==> src/rtl/mc_batch_ctrl.sv <==
// Monte Carlo batch controller: launches n_runs simulations on one manager,
// counts hits and watchdog timeouts, then divides out an 8-bit hit probability.
module mc_batch_ctrl #(
  parameter int TIMEOUT = 1024
) (
  input  logic        clk,
  input  logic        rst_n,
  input  logic        run_req,
  input  logic [15:0] n_runs,
  output logic        sim_start,
  input  logic        sim_done,
  input  logic        sim_y,
  output logic        busy,
  output logic        batch_done,
  output logic [15:0] hits,
  output logic [15:0] runs_done,
  output logic [15:0] timeouts,
  output logic [7:0]  prob
);

  typedef enum logic [2:0] {
    S_IDLE, S_LAUNCH, S_GUARD, S_WAIT, S_DIV, S_DONE
  } state_t;

  localparam logic [15:0] TIMER_LAST = 16'(TIMEOUT - 1);

  state_t      state;
  logic [15:0] n_lat;
  logic [15:0] timer;

  // Divider: rem < divisor always, dvd holds the dividend bits still to shift in.
  logic [15:0] rem;
  logic [15:0] divisor;
  logic [8:0]  dvd;
  logic [8:0]  quo;
  logic [3:0]  div_cnt;

  logic        timer_hit;
  logic [15:0] hits_nxt;
  logic [15:0] runs_nxt;
  logic [15:0] to_nxt;
  logic [16:0] trial;
  logic        q_bit;
  logic [16:0] rem_nxt;
  logic [8:0]  quo_nxt;

  // NOTE: every always_comb output gets a value on every path (defaults first), so no latches.
  always_comb begin
    timer_hit = (timer == TIMER_LAST);
    hits_nxt  = hits + {15'd0, sim_done & sim_y};
    runs_nxt  = runs_done + 16'd1;
    to_nxt    = timeouts + {15'd0, ~sim_done};
    trial     = {rem, dvd[8]};
    q_bit     = (trial >= {1'b0, divisor});
    rem_nxt   = q_bit ? (trial - {1'b0, divisor}) : trial;
    quo_nxt   = {quo[7:0], q_bit};
  end

  // NOTE: sequential state uses non-blocking assignments only, so every register sees pre-edge values.
  always_ff @(posedge clk or negedge rst_n) begin
    if (!rst_n) begin
      state      <= S_IDLE;
      n_lat      <= '0;
      timer      <= '0;
      sim_start  <= 1'b0;
      busy       <= 1'b0;
      batch_done <= 1'b0;
      hits       <= '0;
      runs_done  <= '0;
      timeouts   <= '0;
      prob       <= '0;
      rem        <= '0;
      divisor    <= '0;
      dvd        <= '0;
      quo        <= '0;
      div_cnt    <= '0;
    end else begin
      sim_start <= 1'b0;
      if ((state == S_IDLE || state == S_DONE) && run_req) begin
        n_lat      <= n_runs;
        hits       <= '0;
        runs_done  <= '0;
        timeouts   <= '0;
        prob       <= '0;
        batch_done <= 1'b0;
        busy       <= 1'b1;
        if (n_runs == 16'd0) begin
          state <= S_DONE;
        end else begin
          state     <= S_LAUNCH;
          sim_start <= 1'b1;
        end
      end else begin
        case (state)
          S_IDLE: ;
          S_LAUNCH: begin
            timer <= '0;
            state <= S_GUARD;
          end
          // The manager clears done on the start edge; a stale high may still show here.
          S_GUARD: state <= S_WAIT;
          S_WAIT: begin
            timer <= timer + 16'd1;
            if (sim_done || timer_hit) begin
              hits      <= hits_nxt;
              runs_done <= runs_nxt;
              timeouts  <= to_nxt;
              if (runs_nxt == n_lat) begin
                state   <= S_DIV;
                divisor <= runs_nxt - to_nxt;
                rem     <= hits_nxt >> 1;
                dvd     <= {hits_nxt[0], 8'd0};
                quo     <= '0;
                div_cnt <= '0;
              end else begin
                state     <= S_LAUNCH;
                sim_start <= 1'b1;
              end
            end
          end
          S_DIV: begin
            if (divisor == 16'd0) begin
              prob       <= '0;
              state      <= S_DONE;
              busy       <= 1'b0;
              batch_done <= 1'b1;
            end else begin
              rem     <= rem_nxt[15:0];
              dvd     <= {dvd[7:0], 1'b0};
              quo     <= quo_nxt;
              div_cnt <= div_cnt + 4'd1;
              if (div_cnt == 4'd8) begin
                prob       <= quo_nxt[8] ? 8'hFF : quo_nxt[7:0];
                state      <= S_DONE;
                busy       <= 1'b0;
                batch_done <= 1'b1;
              end
            end
          end
          S_DONE: begin
            busy       <= 1'b0;
            batch_done <= 1'b1;
          end
          default: state <= S_IDLE;
        endcase
      end
    end
  end

endmodule

==> config.mk <==
export PLATFORM = sky130hd
export DESIGN_NAME = mc_batch_ctrl
export DESIGN_NICKNAME = d
export VERILOG_FILES = /design/src/rtl/mc_batch_ctrl.sv
export SDC_FILE = /design/constraint.sdc
export NUM_CORES = 1
export LEC_CHECK = 0
export CAP_MARGIN = 20
export CORE_MARGIN = 2
export CORE_UTILIZATION = 47
export DETAILED_ROUTE_END_ITERATION = 8
export GPL_ROUTABILITY_DRIVEN = 1
export PLACE_DENSITY = 0.67
export RECOVER_POWER = 25
export SETUP_SLACK_MARGIN = 0.05
export SLEW_MARGIN = 10
export SYNTH_ARGS = -nofsm -noshare
export SYNTH_HDL_FRONTEND = slang
export SYNTH_SLANG_ARGS = --single-unit
export TNS_END_PERCENT = 20
==> constraint.sdc <==
create_clock -name clk -period 4.8 [get_ports clk]
set_clock_uncertainty 0.1 [all_clocks]
set_input_delay 1.44 -clock clk [delete_from_list [all_inputs] [get_ports clk]]
set_output_delay 1.44 -clock clk [all_outputs]
set_load 0.05 [all_outputs]
==> metrics.cfg, run 1 <==
[routing]
drcViolationCount=0
drt_iter0_drc=586
wl_met3_um=1291
wl_met2_um=10670
routed_wl_um=23320
wl_per_cell_um=17.33
drt-met1-wl_um=10760
ant_nets=0
top_layer=met4
first_pass_iters=7
num_vias=7823
drt-vias-per-instance=5.812

[power_and_ir_drop]
ir_drop_mv=0.3041
p_switching_mw=1.853
switching_share_pct=37.80
static-leakage-power_nw=4.703
clkPwrFrac_pct=29.0
pwr-share-comb_pct=39.4
pwr-share-seq_pct=31.6
powerDensity_mw_per_mm2=460.5
p_total_mw=4.903
p_int_mw=3.049

[yosys]
synth_top_family_by_area=simple AND/OR/NAND/NOR gates
async_reset_ff_share_pct=100.0
synth_area_mm2=0.008887
synth.area.top_cells=dfrtp_1 39%, ha_1 5.5%, nand2_1 5.4%
synth_area_per_cell_um2=8.679
synth_fa_ha_area_share_pct=5.941
yosys.area.top_type=dfrtp_1
synth_ff_type=dfrtp_1
ys_seq_area_share_pct=39.14
synthXorXnorAreaFrac_pct=8.363
synth_edf_count=0
yosysTopAreaCellShare_pct=39.14
ys.warnings.count=0
syn_nets=1086
synth_compound_area_share_pct=16.50
yosysUniqueCellTypes=69
synth_seq_cells=139
synthMuxAreaShare_pct=3.506
syn_inst=1024
synth_simple_gate_area_share_pct=22.62

[cells_and_area]
n_antenna_cell=0
fin_nets=1162
fillers=1687
final_common_cell=dfrtp_1
multi_input_area_mm2=0.005072
layout-drive-gt1-share_pct=9.353
fin_util_pct=57.11
regArea_mm2=0.003478
syn_to_final_growth_pct=19.79
layout_common_cells=139 x dfrtp_1, 129 x nand2_1, 88 x o21ai_0

[floorplanning]
rows=50
start_util_pct=47.67
pin_count=80
die_w_um=141.5
core_area_mm2=0.01864
die_h_um=141.5
dieArea_mm2=0.02003

[placed_design]
port_buffers=79
gp_congestion=0.9187
dp_hpwl_um=16380

[job]
cap_violations=1

[min_path]
hold_path_class=flip-flop to flip-flop

[critical_path]
worstSetupEndpointType=flip-flop
required_ns=5.01
crit_chain=clkdlybuf4s50_1 > inv_1 > ha_1 > ha_1 > and3_1 > and3_1 > and3_1 > and3_1 > xnor2_1 > ha_1 > and3_1 > a21boi_0 > o311ai_1 > buf_4 > mux2i_1 > a31o_1 > o21ai_1
critPathLaunchType=input pin
cpMostUsedCell=and3_1
cp_max_fo=2
worstSetupPathType=input pin to flip-flop
critical_path.max_stage_delay_ns=0.48
cp.arrival_ns=4.67
slowest_stage=clkdlybuf4s50_1

[global_routing]
grt_max_degree=88
grt_overflow=0
grt_pass1_wl_um=38100
antenna_found_initial=0
grt_usage_pct=23.98
first_global_vias=7378

[clock_network]
cts_tree=done
clk_path_buf_depth=2
path_clk_slew_ns=0.06
clk_latency_ns=0.43
h-tree-depth=4
postCtsSetupBuffers=0
cts.sinks=139
cts_buffers=17
root_buffer=clkbuf_16

[status]
violations=max-capacitance violations, max-slew violations
status=finished, violations left

[timing]
slew_viol_final=87
max_freq_ghz=0.2244
relSlewSlack_pct=-52.52
finalCritPeriodShare_pct=92.84
hold_viol_final=0
setup_viol=0
tightest_slew_ns=2.288
period_needed_ns=4.456
rsz0062_at_grt=false

## area by class of cell
cell class / count / area share, %
Clock buffer: 19 / 4.160
Clock inverter: 12 / 1.751
Inverter: 33 / 1.163
Multi-Input combinational cell: 796 / 47.64
Sequential cell: 139 / 32.67
Tap cell: 234 / 2.750
Timing Repair Buffer: 113 / 9.860
## power by group through the flow
stage | clock (mW) | sequential [mW] | combinational (mW)
CTS | 1.44 | 1.55 | 1.93
global route | 1.48 | 1.58 | 2.12
floorplan | 0 | 1.63 | 1.26
finish | 1.42 | 1.55 | 1.93
detailed placement | 0 | 1.57 | 1.92
global placement | 0 | 1.57 | 1.89
## worst max-delay path: cells and delay by family
kind | cells | cell delay, ns
buf+inv | 3 | 0.70
mux | 1 | 0.18
compound gates | 4 | 0.60
xor+xnor | 1 | 0.13
simple gates | 5 | 0.90
fa+ha+maj | 3 | 0.70
## layer usage
metal  up-vias  track usage, %
met5         -               0
met4         0           9.789
li1       3811               -
met3        38           4.624
met2       214           37.43
met1      3760           32.92
## through the flow
stage          worst slack (ns)   TNS, ns  std cells  hold WS [ns]  cell area [µm²]
6_report                 0.3437         0       1346        0.3728            10650
2_1_floorplan            0.1996         0       1024        0.3615             8887
4_1_cts                  0.2885         0       1346        0.3802            10660
3_3_place_gp           -0.09728  -0.09728       1315        0.3627            10030
5_1_grt                  0.1022         0       1346        0.4045            10650
3_5_place_dp            -0.1448   -0.1837       1315        0.3660            10030
## what timing repair did
item / in CTS / in global routing
setup endpoints to repair: 0 / 1
hold buffers: 0 / 0
hold endpoints to repair: 0 / 0
resized for setup: 0 / 1
## Yosys cell counts (4+ instances only)
library cell,n
xor2_1,37
nor2_1,82
a21oi_1,24
mux2_2,25
and3_1,15
a31oi_1,16
o31ai_1,21
o21a_1,6
dfrtp_1,139
o21ai_0,88
nand4_1,16
nor2b_1,7
o2111ai_1,5
and2_1,9
or3_1,4
nand3_1,85
a311oi_1,5
xnor2_1,40
ha_1,39
o22ai_1,5
nor4_1,16
nand2_1,129
nand2b_1,11
inv_1,33
o21ai_1,12
a21o_1,10
clkbuf_1,42
nor3_1,19
a211o_1,4
a211oi_1,5
and4_1,7
buf_2,12
## logic make-up after synthesis
logic type | after synthesis
flip-flops | 139
buffers and inverters | 89
XOR/XNOR | 80
adder cells (fa/ha/maj) | 41
AO/OA/AOI/OAI | 230
multiplexers | 28
AND/OR/NAND/NOR | 417
## sequential cells by signal, indices dropped and copies added (netlist names)
register    flops
batch_done      1
busy            1
div_cnt         4
divisor        16
dvd             1
hits           16
n_lat          16
prob            8
quo             8
rem            16
runs_done      16
sim_start       1
state           3
timeouts       16
timer          16
## worst paths after layout
kind	from	to	slack, ns	cells past startpoint
max	sim_done	divisor[14]	0.34	17
min	prob[7]	prob[7]	0.37	2
max reg2reg	runs_done[0]	rem[11]	1.06	9
min reg2reg	prob[7]	prob[7]	0.37	2
max in group asynchronous	rst_n	timeouts[8]	1.66	1
min in group asynchronous	rst_n	hits[14]	1.61	1
(Power assumes the default switching activity.)
==> run 2: changes to the inputs <==
==> constraint.sdc (replaced) <==
create_clock -name clk -period 4.8 [get_ports clk]
set_clock_uncertainty 0.1 [all_clocks]
set_input_delay 0.96 -clock clk [delete_from_list [all_inputs] [get_ports clk]]
set_output_delay 0.96 -clock clk [all_outputs]
set_load 0.05 [all_outputs]
==> metrics.cfg, run 2 (synthesis gave the netlist of run 1 again) <==
[clock_network]
root_buffer=clkbuf_16
postCtsResizedCells=0  ; unchanged
h-tree-depth=4  ; unchanged
path_clk_slew_ns=0.06  ; about the same
postCtsSetupBuffers=0  ; unchanged
clk_path_buf_depth=2  ; unchanged
hold_buffers=0  ; unchanged
cts.sinks=139  ; unchanged
cts_buffers=17  ; unchanged
cts_tree=done
clk_latency_ns=0.42  ; about the same

[placed_design]
port_buffers=79  ; unchanged
gp_congestion=0.9319  ; +1.4%
dp_worst_setup_slack_ns=-0.04670  ; +0.09810 ns
dp_hpwl_um=16640  ; +1.6%
placed_cells=1299  ; -1.2%

[power_and_ir_drop]
p_switching_mw=1.864  ; +0.54%
pwr-share-comb_pct=39.8  ; +0.4 points
static-leakage-power_nw=4.585  ; -2.5%
clkPwrFrac_pct=27.2  ; -1.8 points
powerDensity_mw_per_mm2=448.5  ; -2.6%
p_total_mw=4.690  ; -4.3%
p_int_mw=2.827  ; -7.3%
pwr-share-seq_pct=33.0  ; +1.4 points
switching_share_pct=39.73  ; +1.9 points
ir_drop_mv=0.3472  ; +14%

[floorplanning]
die_w_um=141.5  ; unchanged
start_util_pct=47.67  ; unchanged
dieArea_mm2=0.02003  ; unchanged
pin_count=80  ; unchanged
core_area_mm2=0.01864  ; unchanged
die_h_um=141.5  ; unchanged
rows=50  ; unchanged

[timing]
finalCritPeriodShare_pct=92.32  ; -0.52 points
hold_viol_final=0  ; unchanged
period_needed_ns=4.431  ; -0.02500 ns
finalWorstSetupSlack_ns=0.3687  ; +0.02500 ns
relSlewSlack_pct=-32.26  ; +20 points
setup_viol=0  ; unchanged
tightest_slew_ns=1.984  ; -0.3039 ns
slew_viol_final=77  ; -11%
max_freq_ghz=0.2257  ; +0.56%
rsz0062_at_grt=false

[critical_path]
cpMostUsedCell=and3_1
slowest_stage=o311ai_0
required_ns=5.00  ; about the same
worstSetupPathType=input pin to flip-flop
startpoint=sim_done
worstReg2RegEnd=divisor[10]
r2r_slack_ns=1.05  ; about the same
worstSetupEndpointType=flip-flop
crit_path_end=divisor[14]
cp_max_fo=5  ; +3
rr_startpoint=runs_done[0]
critPathLaunchType=input pin
cp.arrival_ns=4.63  ; -0.04 ns
critical_path.max_stage_delay_ns=0.53  ; +0.05 ns
crit_chain=clkdlybuf4s50_1 > inv_1 > ha_1 > ha_1 > and3_1 > and3_1 > and3_1 > and3_1 > xnor2_1 > ha_1 > and3_1 > a21boi_0 > o311ai_0 > mux2i_1 > a31o_1 > o21ai_1
ff2ff_path_depth=10  ; +1

[cells_and_area]
fin_cells=1331  ; -1.1%
final_common_cell=dfrtp_1
syn_to_final_growth_pct=17.67
n_antenna_cell=0  ; unchanged
fin_nets=1146  ; -1.4%
layout-drive-gt1-share_pct=8.022  ; -1.3 points
layout_common_cells=139 x dfrtp_1, 129 x nand2_1, 88 x o21ai_0

[routing]
num_vias=7827  ; +0.051%
ant_nets=0  ; unchanged
drt_iter0_drc=545  ; -7.0%
drcViolationCount=0  ; unchanged
routed_wl_um=23290  ; -0.12%
wl_per_cell_um=17.50  ; +1.0%
first_pass_iters=5  ; -2
drt-vias-per-instance=5.881  ; +1.2%

[min_path]
hold_path_class=flip-flop to flip-flop

[global_routing]
grt_usage_pct=23.80  ; -0.18 points
grt_overflow=0  ; unchanged
antenna_found_initial=0  ; unchanged
grt_pass1_wl_um=37920  ; -0.49%
grt_max_degree=77  ; -13%
first_global_vias=7242  ; -1.8%

[job]
cap_violations=1  ; unchanged

[status]
violations=max-capacitance violations, max-slew violations
status=finished, violations left

## run 2: routing by layer
metal / vias to the layer above / part of all wire, % / GRT usage [%]
met5: - / 0 / 0
met2: 227 / 45 / 36.97
li1: 3783 / - / -
met4: 0 / 2.2 / 8.053
met1: 3783 / 48 / 34.12
met3: 34 / 4.8 / 3.645
## run 2: critical path: cells and delay by family
kind            cells  cell delay [ns]
fa+ha+maj           3             0.78
buf+inv             2             0.55
simple gates        5             1.07
mux                 1             0.24
xor+xnor            1             0.14
compound gates      4             0.89
## run 2: area by class of cell
class                           instances  area [µm²]
Tap cell                              234       292.8
Timing Repair Buffer                   97       925.9
Fill cell                            1676        8185
Clock buffer                           18       429.2
Sequential cell                       139        3478
Inverter                               33       123.9
Multi-Input combinational cell        796        5072
Clock inverter                         14       135.1
## run 2: power groups by stage
stage               Clock [mW]  Sequential (mW)  Combinational [mW]
floorplan                    0             1.63                1.26
global placement             0             1.56                1.83
detailed placement           0             1.57                1.86
CTS                       1.29             1.55                1.87
global route              1.35             1.58                2.07
finish                    1.28             1.55                1.86
## run 2: how the worst min path moves through the flow
| stage | start | cells after the start | end |
|---|---|---|---|
| 6_report | busy | 2 | busy |
| 5_1_grt | prob[4] | 2 | prob[4] |
| 4_1_cts | busy | 2 | busy |
| 3_5_place_dp | busy | 2 | busy |
| 3_3_place_gp | prob[5] | 2 | prob[5] |
| 2_1_floorplan | quo[0] | 2 | quo[1] |
## run 2: stage by stage
stage | setup TNS, ns | cell area (µm²) | util [%] | hold WS (ns)
global route | 0 | 10460 | 56.09 | 0.4031
floorplan | 0 | 8887 | - | 0.3615
CTS | 0 | 10470 | 56.17 | 0.3850
finish | 0 | 10460 | 56.09 | 0.3775
detailed placement | -0.04670 | 9907 | 53.14 | 0.3690
global placement | 0 | 9907 | 53.14 | 0.3655
==> run 3: changes to the inputs <==
--- a/config.mk
+++ b/config.mk
@@ -13,6 +13,7 @@
 export PLACE_DENSITY = 0.67
 export RECOVER_POWER = 25
 export SETUP_SLACK_MARGIN = 0.05
+export SKIP_LAST_GASP = 1
 export SLEW_MARGIN = 10
 export SYNTH_ARGS = -nofsm -noshare
 export SYNTH_HDL_FRONTEND = slang
==> results of run 3 <==
No change in the layout: final DEF, timing and power equal those of run 2.
